$ cat src/rtl/gray_pkg.sv
// -----------------------------------------------------------------------------
// gray_pkg
//
// Shared definitions for the 4-bit Gray bus: the transmitter (gray_emisor)
// and the reader/decoder side both import this package so that the encode
// and decode rules live in exactly one place.
//
// Contents:
//   GRAY_WIDTH  default bus/counter width
//   GRAY_MAX_W  widest word the helper functions handle
//   state_e     transmitter FSM states (IDLE, WAIT, PRESENT)
//   bin2gray    binary -> Gray (b ^ (b >> 1))
//   gray2bin    Gray -> binary (prefix XOR from the MSB down)
// -----------------------------------------------------------------------------
package gray_pkg;

    localparam int unsigned GRAY_WIDTH = 4;

    // The helpers work on a fixed wide word; callers zero-extend their
    // operand and keep the low WIDTH bits of the result. Leading zeros are
    // neutral for both directions of the conversion.
    localparam int unsigned GRAY_MAX_W = 32;

    typedef enum logic [1:0] {
        IDLE    = 2'd0,  // nothing presented, not counting
        WAIT    = 2'd1,  // auto mode, step timer running, valid low
        PRESENT = 2'd2   // word on the bus, waiting for ack
    } state_e;

    function automatic logic [GRAY_MAX_W-1:0] bin2gray(input logic [GRAY_MAX_W-1:0] b);
        return b ^ (b >> 1);
    endfunction

    // Each binary bit is the XOR of all Gray bits at or above its position.
    function automatic logic [GRAY_MAX_W-1:0] gray2bin(input logic [GRAY_MAX_W-1:0] g);
        logic [GRAY_MAX_W-1:0] b;
        b[GRAY_MAX_W-1] = g[GRAY_MAX_W-1];
        for (int i = GRAY_MAX_W - 2; i >= 0; i--) begin
            b[i] = b[i+1] ^ g[i];
        end
        return b;
    endfunction

endpackage : gray_pkg

$ cat src/rtl/gray_paso_timer.sv
// -----------------------------------------------------------------------------
// gray_paso_timer
//
// Step timer for the auto-count mode of gray_emisor. Counts enabled cycles
// from 0 up to STEP_DIV-1 and raises a terminal-count pulse on the cycle it
// sits at STEP_DIV-1; on that same edge it wraps back to 0. A clear forces
// the count to 0 and has priority over the enable.
//
// Ports:
//   reloj  in   system clock, rising edge
//   rst_n  in   asynchronous active-low reset
//   en_i   in   count this cycle
//   clr_i  in   synchronous clear to 0 (wins over en_i)
//   tc_o   out  terminal count: en_i is high and count == STEP_DIV-1
// -----------------------------------------------------------------------------
module gray_paso_timer #(
    parameter int unsigned STEP_DIV = 5
) (
    input  logic reloj,
    input  logic rst_n,
    input  logic en_i,
    input  logic clr_i,
    output logic tc_o
);

    // A one-bit counter is kept even for STEP_DIV == 1 so the vector is never
    // zero width; in that case the terminal count fires on every enabled cycle.
    localparam int unsigned TW = (STEP_DIV > 1) ? $clog2(STEP_DIV) : 1;
    localparam logic [TW-1:0] LAST = TW'(STEP_DIV - 1);

    logic [TW-1:0] timer_q;
    logic [TW-1:0] timer_d;

    assign tc_o = en_i && (timer_q == LAST);

    always_comb begin
        // NOTE: every variable written here gets a default first; a path that
        // left one unassigned would infer a latch.
        timer_d = timer_q;
        if (clr_i) begin
            timer_d = '0;
        end else if (en_i) begin
            timer_d = tc_o ? '0 : timer_q + TW'(1);
        end
    end

    always_ff @(posedge reloj or negedge rst_n) begin
        // NOTE: state registers use non-blocking (<=) so every flop samples
        // the pre-edge values regardless of statement order.
        if (!rst_n) begin
            timer_q <= '0;
        end else begin
            timer_q <= timer_d;
        end
    end

endmodule : gray_paso_timer

$ cat src/rtl/gray_emisor.sv
// -----------------------------------------------------------------------------
// gray_emisor
//
// Gray-code transmitter. Holds a binary count, encodes it to Gray and
// presents each word on a registered bus with a valid/ack handshake. Words
// come from an explicit binary load (modo=0) or from an auto-stepping
// up/down counter (modo=1) that advances after STEP_DIV idle cycles.
//
// Ports:
//   reloj     in   system clock, rising edge
//   rst_n     in   asynchronous active-low reset
//   modo      in   0 = load mode, 1 = auto-count mode
//   load      in   load request (ignored in auto mode)
//   bin_in    in   binary value captured on an accepted load
//   dir       in   auto-count direction: 1 = up, 0 = down
//   ack       in   reader acknowledge (ignored while valid is low)
//   gray_out  out  registered Gray word, encoded from the internal count
//   valid     out  gray_out holds an unacknowledged word
//   overrun   out  sticky: a load arrived while a word was still pending
// -----------------------------------------------------------------------------
module gray_emisor
    import gray_pkg::*;
#(
    parameter int unsigned WIDTH    = GRAY_WIDTH,
    parameter int unsigned STEP_DIV = 5
) (
    input  logic             reloj,
    input  logic             rst_n,
    input  logic             modo,
    input  logic             load,
    input  logic [WIDTH-1:0] bin_in,
    input  logic             dir,
    input  logic             ack,
    output logic [WIDTH-1:0] gray_out,
    output logic             valid,
    output logic             overrun
);

    // Narrow wrapper around the shared encoder.
    function automatic logic [WIDTH-1:0] enc(input logic [WIDTH-1:0] b);
        logic [GRAY_MAX_W-1:0] wide;
        wide = bin2gray(GRAY_MAX_W'(b));
        return wide[WIDTH-1:0];
    endfunction

    state_e           state_q,   state_d;
    logic [WIDTH-1:0] cnt_q,     cnt_d;
    logic [WIDTH-1:0] gray_q,    gray_d;
    logic             valid_q,   valid_d;
    logic             overrun_q, overrun_d;

    logic             timer_en;
    logic             step_tc;
    logic             load_req;
    logic [WIDTH-1:0] cnt_step;

    // The timer only runs while waiting in auto mode. Leaving WAIT because
    // modo dropped clears it on that same edge, so a later return to auto
    // mode always starts a full STEP_DIV interval.
    assign timer_en = (state_q == WAIT) && modo;

    gray_paso_timer #(
        .STEP_DIV (STEP_DIV)
    ) u_timer (
        .reloj (reloj),
        .rst_n (rst_n),
        .en_i  (timer_en),
        .clr_i (!timer_en),
        .tc_o  (step_tc)
    );

    // Loads are only honoured in load mode.
    assign load_req = !modo && load;

    // Modulo-2^WIDTH step; dir is sampled on the stepping edge itself.
    assign cnt_step = dir ? cnt_q + WIDTH'(1) : cnt_q - WIDTH'(1);

    always_comb begin
        state_d   = state_q;
        cnt_d     = cnt_q;
        gray_d    = gray_q;
        valid_d   = valid_q;
        overrun_d = overrun_q;

        unique case (state_q)
            IDLE: begin
                if (modo) begin
                    state_d = WAIT;
                end else if (load) begin
                    cnt_d   = bin_in;
                    gray_d  = enc(bin_in);
                    valid_d = 1'b1;
                    state_d = PRESENT;
                end
            end

            WAIT: begin
                // Leaving auto mode wins over a coincident step.
                if (!modo) begin
                    state_d = IDLE;
                end else if (step_tc) begin
                    cnt_d   = cnt_step;
                    gray_d  = enc(cnt_step);
                    valid_d = 1'b1;
                    state_d = PRESENT;
                end
            end

            PRESENT: begin
                if (ack) begin
                    if (load_req) begin
                        // Word completed and replaced on the same edge:
                        // valid never drops.
                        cnt_d  = bin_in;
                        gray_d = enc(bin_in);
                    end else begin
                        valid_d = 1'b0;
                        state_d = modo ? WAIT : IDLE;
                    end
                end else if (load_req) begin
                    overrun_d = 1'b1;
                end
            end

            default: begin
                state_d = IDLE;
                valid_d = 1'b0;
            end
        endcase
    end

    always_ff @(posedge reloj or negedge rst_n) begin
        if (!rst_n) begin
            state_q   <= IDLE;
            cnt_q     <= '0;
            gray_q    <= '0;
            valid_q   <= 1'b0;
            overrun_q <= 1'b0;
        end else begin
            state_q   <= state_d;
            cnt_q     <= cnt_d;
            gray_q    <= gray_d;
            valid_q   <= valid_d;
            overrun_q <= overrun_d;
        end
    end

    assign gray_out = gray_q;
    assign valid    = valid_q;
    assign overrun  = overrun_q;

endmodule : gray_emisor

$ cat config.mk
export PLATFORM = sky130hd
export DESIGN_NAME = gray_emisor
export DESIGN_NICKNAME = d
export VERILOG_FILES = /design/src/rtl/gray_pkg.sv /design/src/rtl/gray_paso_timer.sv /design/src/rtl/gray_emisor.sv
export SDC_FILE = /design/constraint.sdc
export NUM_CORES = 1
export LEC_CHECK = 0
export CAP_MARGIN = 10
export CORE_MARGIN = 3
export CORE_UTILIZATION = 50
export DETAILED_ROUTE_END_ITERATION = 6
export PLACE_DENSITY = 0.76
export SETUP_SLACK_MARGIN = 0.05
export SLEW_MARGIN = 40
export SYNTH_ARGS = -nofsm -noshare
export SYNTH_HDL_FRONTEND = slang
export SYNTH_SLANG_ARGS = --single-unit
$ cat constraint.sdc
create_clock -name reloj -period 2.76 [get_ports reloj]
set_input_delay 0.414 -clock reloj [delete_from_list [all_inputs] [get_ports reloj]]
set_output_delay 0.414 -clock reloj [all_outputs]
set_load 0.03 [all_outputs]
==> metrics.cfg, run 1 <==
[finish]
finish.utilization_pct=67.86
nets=128
fin_cells=136
final_layout_size_suffix_gt1_share_pct=7.143
area_growth_pct=19.07
diodes=0

[synthesis]
ys_types=30
synth-async-reset-ratio_pct=100.0
synth_edf_count=0
yosys_warnings=0
avgSynthCellArea_um2=9.371
synthFlopType=dfrtp_1
yosysTopAreaCell=dfrtp_1
seq_area_frac_synth_pct=38.15
synth_area_um2=918.4
synth_top_area_share_pct=38.15
synth_fp_nets=113
synthTopCellsByArea=dfrtp_1 38%, xnor2_1 5.7%, a21oi_1 5.4%, ha_1 5.4%, nor2_1 4.5%
synth-seq-cells=14
syn_inst=98

[clock_network]
clk_pin_slew_ns=0.09
post_cts_buffers=0
clock_sinks=14
cts_tree=done
post_cts_resized=0
htreeDepth=1
cts_buffer_depth=2
cts_hold_buffers=0
cts_root_buf=clkbuf_4
numCtsBuffers=3
clkLatencyLatePin_ns=0.28

[status]
status=finished, final reports clean

[critical_path]
path_class=primary input to flop
crit_start=dir
critPathLaunchType=primary input
cp-endpoint=gray_out[1]
r2r-end=gray_out[1]
max_stage_delay_ns=0.56
end_kind=flop
arrival_ns=2.24
rrSetupSlack_ns=0.91
critPathSlowestCell=clkdlybuf4s50_1
crit_path_max_fanout=4
timing.rr.start=u_timer.timer_q[0]
path_cells=clkdlybuf4s50_1, inv_1, ha_1, xor2_1, xnor2_1, o21ai_0, mux2_2
reg2regPathDepth=5
required_ns=2.93

[grt]
antenna_found_initial=0
grt-ovfl-total=0
grt_pass1_vias=731
use_met2_pct=29.19
grt_use_total_pct=16.84
grt.busiest_layer=met2
met3_usage_pct=6.116
grt_start_max_net_pins=15
use_met1_pct=19.19
grt_pass1_wl_mm=3.160

[sta]
rsz0062_at_grt=false
tns_ns=0
final.min_clock_period_ns=2.070
relSlewSlack_pct=56.07
setup_violations=0
maxSlewViolCount=0
worst_slew_pin_slew_ns=0.6569
hold_slack_ns=0.4610
fmax_mhz=483.1
final-hold-violation-count=0
finClkSkew_ns=0.003241
fin_crit_sh_pct=74.99

[detailed_routing]
drtIter0Drc=10
ant_nets=0
drc=0
first_pass_iters=4
viasPerCell=5.382
wirelength_mm=1.828
vias=732
routedWlPerCell_um=13.44

[placement]
place_hpwl_mm=1.398
gp_congestion=0.8182
place_inst=132
port_buffers=15

[power]
p_per_area_nw_per_um2=769.6
ir_worst_vdd_mv=0.6615
power_leakage_nw=0.4646
power_mw=0.8416

[die]
fp.dieH_um=48.86
start_util_pct=56.99
design.die.area_um2=2387
die_w_um=48.86
rows=14
ios=16
coreArea_um2=1612

[min_path]
hp-class=flop to flop

[job]
drv_cap=0

layer usage:
layer	part of all wire [%]	routed length (µm)	vias to the layer above
met3	6.2	113	4
met5	0	0	-
met1	42	770	349
met4	1.3	24	0
li1	-	-	354
met2	50	919	25
final cells by class:
cell class | instances | area, µm²
inverter | 7 | 26.28
clock buffer | 4 | 36.28
timing repair buffer | 15 | 150.1
fill | 135 | 518.0
sequential | 14 | 350.3
multi-input combinational | 72 | 500.5
tap | 24 | 30.03
cells by family (layout without fill, tap and decap cells):
logic type	count (synthesis)	after routing	share of synthesized area, %
AOI/OAI and AO/OA	19	19	14.17
xor gates and xnor gates	10	10	9.536
adders and majority gates	5	5	7.630
buffers and inverters	12	26	7.356
DFF	14	14	38.15
muxes	4	4	4.632
and+or+nand+nor	34	34	18.53
power breakdown:
group	switching, mW	total, mW	internal, mW	leakage, nW
sequential	0.0413	0.294	0.253	0.169
combinational	0.211	0.397	0.185	0.275
clock	0.0704	0.151	0.0803	0.0210
critical path, delay by kind of cell:
family | cells | cell delay [ns]
buffers and inverters | 2 | 0.67
XOR/XNOR | 2 | 0.46
adder cells (fa/ha/maj) | 1 | 0.35
AO/OA/AOI/OAI | 1 | 0.08
multiplexers | 1 | 0.27
cells in the final DEF (no fill, tap or decap), drive strengths merged, types with 4 or more instances in the layout:
cell,n
nand3,4
dfrtp,14
ha,4
nor2,11
nand2,7
nor2b,4
xor2,4
clkbuf,4
clkdlybuf4s50,15
xnor2,6
inv,7
a21oi,10
per-stage QoR:
step | setup WS (ns) | instance area [µm²]
finish | 0.6902 | 1094
detailed placement | 0.3873 | 1057
global placement | 0.4578 | 1057
global route | 0.5588 | 1094
floorplan | 1.074 | 918.4
CTS | 0.6896 | 1094
registers in the layout, summed over array words and instances, names as in the netlist:
signal	cells
gray_out	3
overrun	1
cnt_q	4
state_q	2
u_timer.timer_q	3
valid	1
Yosys cell counts (all sizes together), types with 2 or more instances:
master,n
a21oi,10
and2,2
buf,4
dfrtp,14
ha,4
inv,7
mux2,2
mux2i,2
nand2,7
nand2b,2
nand3,4
nor2,11
nor2b,4
o211ai,2
o21ai,2
xnor2,6
xor2,4
worst min path at each step:
stage,startpoint,end,cells after the start
finish,u_timer.timer_q[0],u_timer.timer_q[0],1
global route,overrun,overrun,1
CTS,u_timer.timer_q[0],u_timer.timer_q[0],1
detailed placement,overrun,overrun,1
global placement,overrun,overrun,1
floorplan,rst_n,cnt_q[0],0
Note: power is estimated with default switching activity, not from simulation.
==> run 2: changes to the inputs <==
==> constraint.sdc (replaced) <==
create_clock -name reloj -period 2.1 [get_ports reloj]
set_input_delay 0.315 -clock reloj [delete_from_list [all_inputs] [get_ports reloj]]
set_output_delay 0.315 -clock reloj [all_outputs]
set_load 0.03 [all_outputs]
==> metrics.cfg, run 2 (synthesis gave the netlist of run 1 again) <==
[grt]
grt_pass1_wl_mm=3.098
grt_pass1_vias=719
grt-ovfl-total=0
grt_use_total_pct=16.29
grt_start_max_net_pins=15
antenna_found_initial=0

[finish]
max_flop_register=cnt_q
final-seq-area_um2=350.3
diodes=0
multi_input_area_um2=500.5
final_common_cell=clkdlybuf4s50_1
final_area_um2=1139
final_layout_size_suffix_gt1_share_pct=11.86
area_growth_pct=23.98
fill_cells=119
final_cell_mix=15 x clkdlybuf4s50_1, 14 x dfrtp_1, 11 x nor2_1, 10 x a21oi_1
largest_reg_flops=4
nets=134

[placement]
port_buffers=15
placed_cell_area_um2=1102
place_hpwl_mm=1.346
gp_congestion=0.8031

[sta]
setup_violations=0
maxSlewViolCount=0
tns_ns=0
final-hold-violation-count=0
fin_crit_sh_pct=87.22
final.min_clock_period_ns=1.832
relSlewSlack_pct=56.14
fmax_mhz=546.0
finClkSkew_ns=0.008304
rsz0062_at_grt=false
worst_slew_pin_slew_ns=0.6558

[die]
rows=14
start_util_pct=56.99
ios=16
die_w_um=48.86
design.die.area_um2=2387
coreArea_um2=1612
fp.dieH_um=48.86

[detailed_routing]
first_pass_iters=4
viasPerCell=5.127
vias=728
drc=0
wirelength_mm=1.766
routedWlPerCell_um=12.44
ant_nets=0
drtIter0Drc=22

[clock_network]
clk_pin_slew_ns=0.10
cts_tree=done
post_cts_resized=0
cts_hold_buffers=0
clkLatencyLatePin_ns=0.28
cts_root_buf=clkbuf_4
clock_sinks=14
htreeDepth=1
numCtsBuffers=3
post_cts_buffers=0
cts_buffer_depth=2

[critical_path]
arrival_ns=2.00
path_class=primary input to flop
end_kind=flop
path_cells=clkdlybuf4s50_1, inv_1, ha_1, xor2_1, xnor2_1, o21ai_0, mux2_2
crit_path_max_fanout=3
critPathLaunchType=primary input
max_stage_delay_ns=0.53
critPathSlowestCell=clkdlybuf4s50_1
required_ns=2.27

[power]
power_mw=1.140
ir_worst_vdd_mv=0.6360
power_leakage_nw=0.4941
p_per_area_nw_per_um2=1001

[status]
status=finished, final reports clean

[min_path]
hp-class=primary input to asynchronous set/reset pin

[job]
drv_cap=0

## run 2: cell count changes in the layout (fill, tap and decap cells not counted), sizes merged
cell and change:
buf +6
## run 2: layout make-up
| cell class | instances | share of cell area [%] |
|---|---|---|
| Clock buffer | 4 | 3.187 |
| Tap cell | 24 | 2.637 |
| Sequential cell | 14 | 30.77 |
| Timing Repair Buffer | 21 | 17.14 |
| Inverter | 7 | 2.308 |
| Multi-Input combinational cell | 72 | 43.96 |
## run 2: final timing paths
path / from / to / slack, ns / cells past startpoint
worst max register to register: cnt_q[0] / gray_out[1] / 0.33 / 6
max in group asynchronous: rst_n / gray_out[0] / 1.25 / 1
worst min-delay path: rst_n / gray_out[2] / 0.43 / 1
min in group reloj: u_timer.timer_q[0] / u_timer.timer_q[0] / 0.46 / 1
worst max-delay path: dir / gray_out[1] / 0.27 / 7
worst min register to register: u_timer.timer_q[0] / u_timer.timer_q[0] / 0.46 / 1
## run 2: critical path, delay by kind of cell
| family | cells | cell delay, ns |
|---|---|---|
| XOR/XNOR | 2 | 0.38 |
| multiplexers | 1 | 0.28 |
| adder cells (fa/ha/maj) | 1 | 0.33 |
| AO/OA/AOI/OAI | 1 | 0.10 |
| buffers and inverters | 2 | 0.61 |
## run 2: through the flow
step	std cells	util [%]	hold WS, ns	setup WS (ns)
final	142	70.65	0.4273	0.2684
after floorplan	98	-	0.01941	0.4182
after CTS	142	70.65	0.4470	0.2779
after detailed placement	138	68.40	0.4571	-0.02193
after global placement	138	68.40	0.4463	0.02822
after global routing	142	70.65	0.4669	0.1487
## run 2: layer usage
| metal | GRT usage, % | vias up | part of all wire [%] |
|---|---|---|---|
| met3 | 3.364 | 2 | 5.0 |
| li1 | - | 367 | - |
| met2 | 26.02 | 15 | 47 |
| met5 | 0 | - | 0 |
| met4 | 5.687 | 0 | 0.68 |
| met1 | 21.83 | 344 | 47 |
## run 2: where the power goes
part / total, mW / internal, mW / switching, mW
logic: 0.553 / 0.270 / 0.282
registers: 0.388 / 0.333 / 0.0555
clock network: 0.199 / 0.105 / 0.0937
total: 1.14 / 0.708 / 0.432
